### config.mk
export PLATFORM = sky130hd
export DESIGN_NAME = uart_tx_param
export DESIGN_NICKNAME = d
export VERILOG_FILES = /design/src/rtl/uart_tx_param.sv
export SDC_FILE = /design/constraint.sdc
export NUM_CORES = 1
export LEC_CHECK = 0
export BUFFER_PORTS_ARGS = -buffer_cell sky130_fd_sc_hd__buf_2
export CAP_MARGIN = 30
export CORE_ASPECT_RATIO = 0.9
export CORE_MARGIN = 2
export CORE_UTILIZATION = 53
export CTS_BUF_LIST = sky130_fd_sc_hd__clkbuf_8
export DETAILED_ROUTE_END_ITERATION = 7
export PLACE_DENSITY = 0.76
export RECOVER_POWER = 25
export SYNTH_ARGS = -nofsm -noshare
export SYNTH_HDL_FRONTEND = slang
export SYNTH_SLANG_ARGS = --single-unit
### constraint.sdc
create_clock -name clk -period 1.5 [get_ports clk]
set_input_delay 0.225 -clock clk [delete_from_list [all_inputs] [get_ports clk]]
set_output_delay 0.225 -clock clk [all_outputs]
set_load 0.01 [all_outputs]
### src/rtl/uart_tx_param.sv
// Parametrised UART transmitter: start bit, DBIT data bits LSB-first, optional parity, stop period.
// Parity bit and PARITY state are built only when UART_TX_PARITY_EN is defined.
module uart_tx_param #(
    parameter int unsigned DBIT       = 8,
    parameter int unsigned DIV        = 1,
    parameter int unsigned OVS        = 16,
    parameter int unsigned SB_TICK    = 16,
    parameter int unsigned PARITY_ODD = 0
) (
    input  logic            clk,
    input  logic            reset,
    input  logic [DBIT-1:0] d_in,
    input  logic            tx_start,
    output logic            tx,
    output logic            tx_busy,
    output logic            tx_done
);

    localparam int unsigned TICK_MAX = (OVS > SB_TICK) ? OVS : SB_TICK;
    localparam int unsigned TW       = (TICK_MAX > 1) ? $clog2(TICK_MAX) : 1;
    localparam int unsigned BW       = (DBIT > 1) ? $clog2(DBIT) : 1;
    localparam int unsigned DW       = (DIV > 1) ? $clog2(DIV) : 1;

    // Reject configurations outside the supported range at elaboration.
    if (DBIT < 5 || DBIT > 9 || DIV < 1 || OVS < 2 || SB_TICK < 1 || PARITY_ODD > 1) begin : g_bad_param
        $error("uart_tx_param: unsupported parameter combination");
    end

    typedef enum logic [2:0] {
        S_IDLE,
        S_START,
        S_DATA,
`ifdef UART_TX_PARITY_EN
        S_PARITY,
`endif
        S_STOP
    } state_t;

    state_t          r_state;
    state_t          w_state_nx;
    logic [DW-1:0]   r_div;
    logic [DW-1:0]   w_div_nx;
    logic [TW-1:0]   r_cnt;
    logic [TW-1:0]   w_cnt_nx;
    logic [BW-1:0]   r_nbit;
    logic [BW-1:0]   w_nbit_nx;
    logic [DBIT-1:0] r_shreg;
    logic [DBIT-1:0] w_shreg_nx;
    logic            r_tx;
    logic            w_tx_nx;
    logic            r_busy;
    logic            w_busy_nx;
    logic            r_done;
    logic            w_done_nx;
    logic            w_tick;
`ifdef UART_TX_PARITY_EN
    logic            r_par;
    logic            w_par_nx;
`endif

    assign w_tick  = (r_div == DW'(DIV - 1));
    assign tx      = r_tx;
    assign tx_busy = r_busy;
    assign tx_done = r_done;

    // State, counters and registered line outputs.
    always_ff @(posedge clk) begin
        if (reset) begin
            r_state <= S_IDLE;
            r_div   <= '0;
            r_cnt   <= '0;
            r_nbit  <= '0;
            r_shreg <= '0;
            r_tx    <= 1'b1;
            r_busy  <= 1'b0;
            r_done  <= 1'b0;
`ifdef UART_TX_PARITY_EN
            r_par   <= 1'b0;
`endif
        end else begin
            r_state <= w_state_nx;
            r_div   <= w_div_nx;
            r_cnt   <= w_cnt_nx;
            r_nbit  <= w_nbit_nx;
            r_shreg <= w_shreg_nx;
            r_tx    <= w_tx_nx;
            r_busy  <= w_busy_nx;
            r_done  <= w_done_nx;
`ifdef UART_TX_PARITY_EN
            r_par   <= w_par_nx;
`endif
        end
    end

    // Next-state and output decode; line outputs follow the current state one clk later.
    always_comb begin
        w_state_nx = r_state;
        w_div_nx   = w_tick ? '0 : r_div + DW'(1);
        w_cnt_nx   = r_cnt;
        w_nbit_nx  = r_nbit;
        w_shreg_nx = r_shreg;
        w_tx_nx    = 1'b1;
        w_busy_nx  = (r_state != S_IDLE);
        w_done_nx  = 1'b0;
`ifdef UART_TX_PARITY_EN
        w_par_nx   = r_par;
`endif
        case (r_state)
            S_IDLE: begin
                w_div_nx  = '0;
                w_cnt_nx  = '0;
                w_nbit_nx = '0;
                if (tx_start) begin
                    w_state_nx = S_START;
                    w_shreg_nx = d_in;
`ifdef UART_TX_PARITY_EN
                    w_par_nx   = (^d_in) ^ 1'(PARITY_ODD);
`endif
                end
            end
            S_START: begin
                w_tx_nx = 1'b0;
                if (w_tick) begin
                    if (r_cnt == TW'(OVS - 1)) begin
                        w_cnt_nx   = '0;
                        w_nbit_nx  = '0;
                        w_state_nx = S_DATA;
                    end else begin
                        w_cnt_nx = r_cnt + TW'(1);
                    end
                end
            end
            S_DATA: begin
                w_tx_nx = r_shreg[0];
                if (w_tick) begin
                    if (r_cnt == TW'(OVS - 1)) begin
                        w_cnt_nx   = '0;
                        w_shreg_nx = {1'b0, r_shreg[DBIT-1:1]};
                        if (r_nbit == BW'(DBIT - 1)) begin
`ifdef UART_TX_PARITY_EN
                            w_state_nx = S_PARITY;
`else
                            w_state_nx = S_STOP;
`endif
                        end else begin
                            w_nbit_nx = r_nbit + BW'(1);
                        end
                    end else begin
                        w_cnt_nx = r_cnt + TW'(1);
                    end
                end
            end
`ifdef UART_TX_PARITY_EN
            S_PARITY: begin
                w_tx_nx = r_par;
                if (w_tick) begin
                    if (r_cnt == TW'(OVS - 1)) begin
                        w_cnt_nx   = '0;
                        w_state_nx = S_STOP;
                    end else begin
                        w_cnt_nx = r_cnt + TW'(1);
                    end
                end
            end
`endif
            S_STOP: begin
                w_tx_nx = 1'b1;
                if (w_tick) begin
                    if (r_cnt == TW'(SB_TICK - 1)) begin
                        w_cnt_nx   = '0;
                        w_done_nx  = 1'b1;
                        w_state_nx = S_IDLE;
                    end else begin
                        w_cnt_nx = r_cnt + TW'(1);
                    end
                end
            end
            default: begin
                w_state_nx = S_IDLE;
            end
        endcase
    end

endmodule
==> run metrics <==
status=complete, but fails checks; violated checks=setup timing; proportion of layout cells with a drive suffix above 1=46.6%; final net count=between 150 and 200; final period demand of the worst path=1640 ps; LEAKAGE=0.000612 uW; Mapped Nets=136; number of buffers created by CTS=3; synthesized area per cell=9.51 um2; overall die height=47.1 um; area enclosed by the die boundary=2440 um2; final-report hold violation count=0; most instantiated flip-flop cell in the synthesis netlist=sky130_fd_sc_hd__dfxtp_1; global-route usage over all layers=23.5%; setup repair after global routing missed its margin=true; required time of the critical path=between 1500 and 2000 ps; Max Clock Freq=608 MHz; antenna fix cells=0; count of different cell masters after synthesis=31; synthesized instance count=115; total number of vias=972; post-synthesis to final-layout area growth=41.4%; wire length of the first global-routing pass=between 4000 and 5000 um; initial antenna violation count=0; library cell with the highest instance count after synthesis=sky130_fd_sc_hd__dfxtp_1; total power of the final layout=2740 uW; final worst path period share=110%; share of the core filled with cells in the final layout=80.0%; maximum clock skew at final layout=3.36 ps; maximum resistive drop on vdd=0.00132 V; post-route worst setup slack=-144 ps; power density normalized to cell area=1770 nW/um2; part of the total power dissipated in combinational logic=around 57%; CTS tree=built; weighted congestion reported at the end of routability-driven placement=0.891; Final ANT Viol Nets=0; crit path DAT=between 1500 and 2000 ps; type of element launching the critical path=register; Clock power frac=13.2%; type of destination of the critical path=register; Clock Tree Root=sky130_fd_sc_hd__clkbuf_8; FP Rows=15; router iterations before antenna repair=5; top cell type's share of synthesized area=between 30% and 40%; die extent in x=51.9 um; Crit path max-delay family=compound AO/OA/AOI/OAI gates; net switching component of the power=1030 uW; fraction of the yosys area taken by sequential cells=just under 40%; post-synth top area cell=sky130_fd_sc_hd__dfxtp_1; Async S/R FF share, synth=0%; number of flops mapped to enable cells by yosys=0; number of buffers and inverters on the critical path=2; Max clock buf depth=2; final setup fails=13; post-DP HPWL=1720 um; Worst path slowest cell=sky130_fd_sc_hd__dfxtp_4; net switching share of the total power=37.7%; maximum number of pins on one net before global-route repair=16; number of warning messages in the yosys log=0; sequential cell fraction of total power=29.6%; total clock sinks=21; final setup TNS=-1170 ps; I/O pin count=14; drc violations=0; total of buffers placed on input and output ports=13; clock insertion delay at the later pin of the skew report=260 ps; most frequent cells after synthesis=21 x sky130_fd_sc_hd__dfxtp_1, 16 x sky130_fd_sc_hd__nor2_1, 10 x sky130_fd_sc_hd__ha_1; final number of max-transition violations=0; ordered cell list for the critical path=inv_4, ha_4, mux2i_4, a221oi_4, buf_12, nor2_1, a211oi_1; class of the most critical setup path=reg2reg; top cells by area in the synthesized netlist=sky130_fd_sc_hd__dfxtp_1 38%, sky130_fd_sc_hd__ha_1 11%, sky130_fd_sc_hd__mux2i_1 8.2%; Initial Util=56.6%; number of standard cells in the final layout excluding fillers=171; Routed wire per std cell=16.5 um; vias in the first global route=913; CTS clk-pin slew, worst paths=70 ps; CTS H-tree depth=1; Maximum Capacitance Violations=0; core area=1930 um2; largest driver fanout on the critical path=8; number of DRC markers after the initial detailed-route iteration=22; Post-Syn Area=1090 um2; placed instance count=162; post-synthesis sequential element count=21; internal power=1710 uW; total wirelength of the detailed-routed design=2820 um; longest individual stage delay on the worst path=just under 400 ps; residual overflow from global routing=0; Vias per Instance=approximately 5.7; class of the worst hold path=in2reg
## layer usage
layer	routed length (um)	vias to the layer above	global-route usage, %
li1	-	472	-
met1	1210	471	29.2
met2	1440	20	39.5
met3	91	9	5.73
met4	70	0	10.5
met5	0	-	0
## stage by stage
step / area, um2 / setup WS, ps / hold slack, ps
2_1_floorplan: 1140 / 1.60 / 389
3_3_place_gp: 1320 / -38.0 / 455
3_5_place_dp: 1320 / -112 / 465
4_1_cts: 1430 / -58.5 / 236
5_1_grt: 1550 / -204 / 267
6_report: 1550 / -144 / 264
## cell usage in the layout, fill, tap and decap left out, drive strengths merged, types with 2 or more instances in the layout
cell type	instances
buf	30
a22oi	2
o21ai	5
a211oi	7
mux2i	9
ha	10
a22o	2
nor2	16
or3	2
nand2	3
and3	2
inv	6
nand2b	5
nor4	2
clkbuf	4
a21oi	8
mux2	2
dfxtp	21
## final cells by class
cell class                      count  area, um2
Clock buffer                        3       41.3
Clock inverter                      1       3.75
Fill cell                         117        387
Inverter                            5       26.3
Multi-Input combinational cell     85        773
Sequential cell                    21        429
Tap cell                           25       31.3
Timing Repair Buffer               31        241
## flip-flops by register name, summed over array words and instances (netlist names)
signal and flops:
tx_busy 1, r_state 2, tx_done 1, tx 1
r_shreg 8, r_nbit 3, r_cnt 4, r_div 1
## kinds of logic after synthesis
family	count (synthesis)	synth area share, %
AOI/OAI and AO/OA	29	20.3
adders and majority gates	10	11.4
buffers and inverters	9	3.89
DFF	21	38.4
muxes	11	10.3
other	1	0.343
and+or+nand+nor	34	15.3
## power groups by stage
stage	clock [uW]	combinational, uW	sequential [uW]
4_1_cts	368	1270	797
6_report	363	1570	811
2_1_floorplan	0	789	790
5_1_grt	400	1680	830
3_3_place_gp	0	1100	789
3_5_place_dp	0	1140	801
## final timing paths
| check | depth (start not counted) | end | slack, ps | start |
|---|---|---|---|---|
| min reg2reg | 2 | tx | 490 | r_shreg[0] |
| max reg2reg | 7 | r_shreg[1] | -140 | r_state[1] |
| max | 7 | r_shreg[1] | -140 | r_state[1] |
| min | 2 | r_state[1] | 260 | reset |
## timing repair
item,4_1_cts,5_1_grt
pin swaps,1,12
cloned,0,1
hold buffers,0,0
resized for setup,12,17
setup endpoints to repair,13,14
buffers inserted,3,1
No activity file was read; power rests on OpenSTA's default activity.
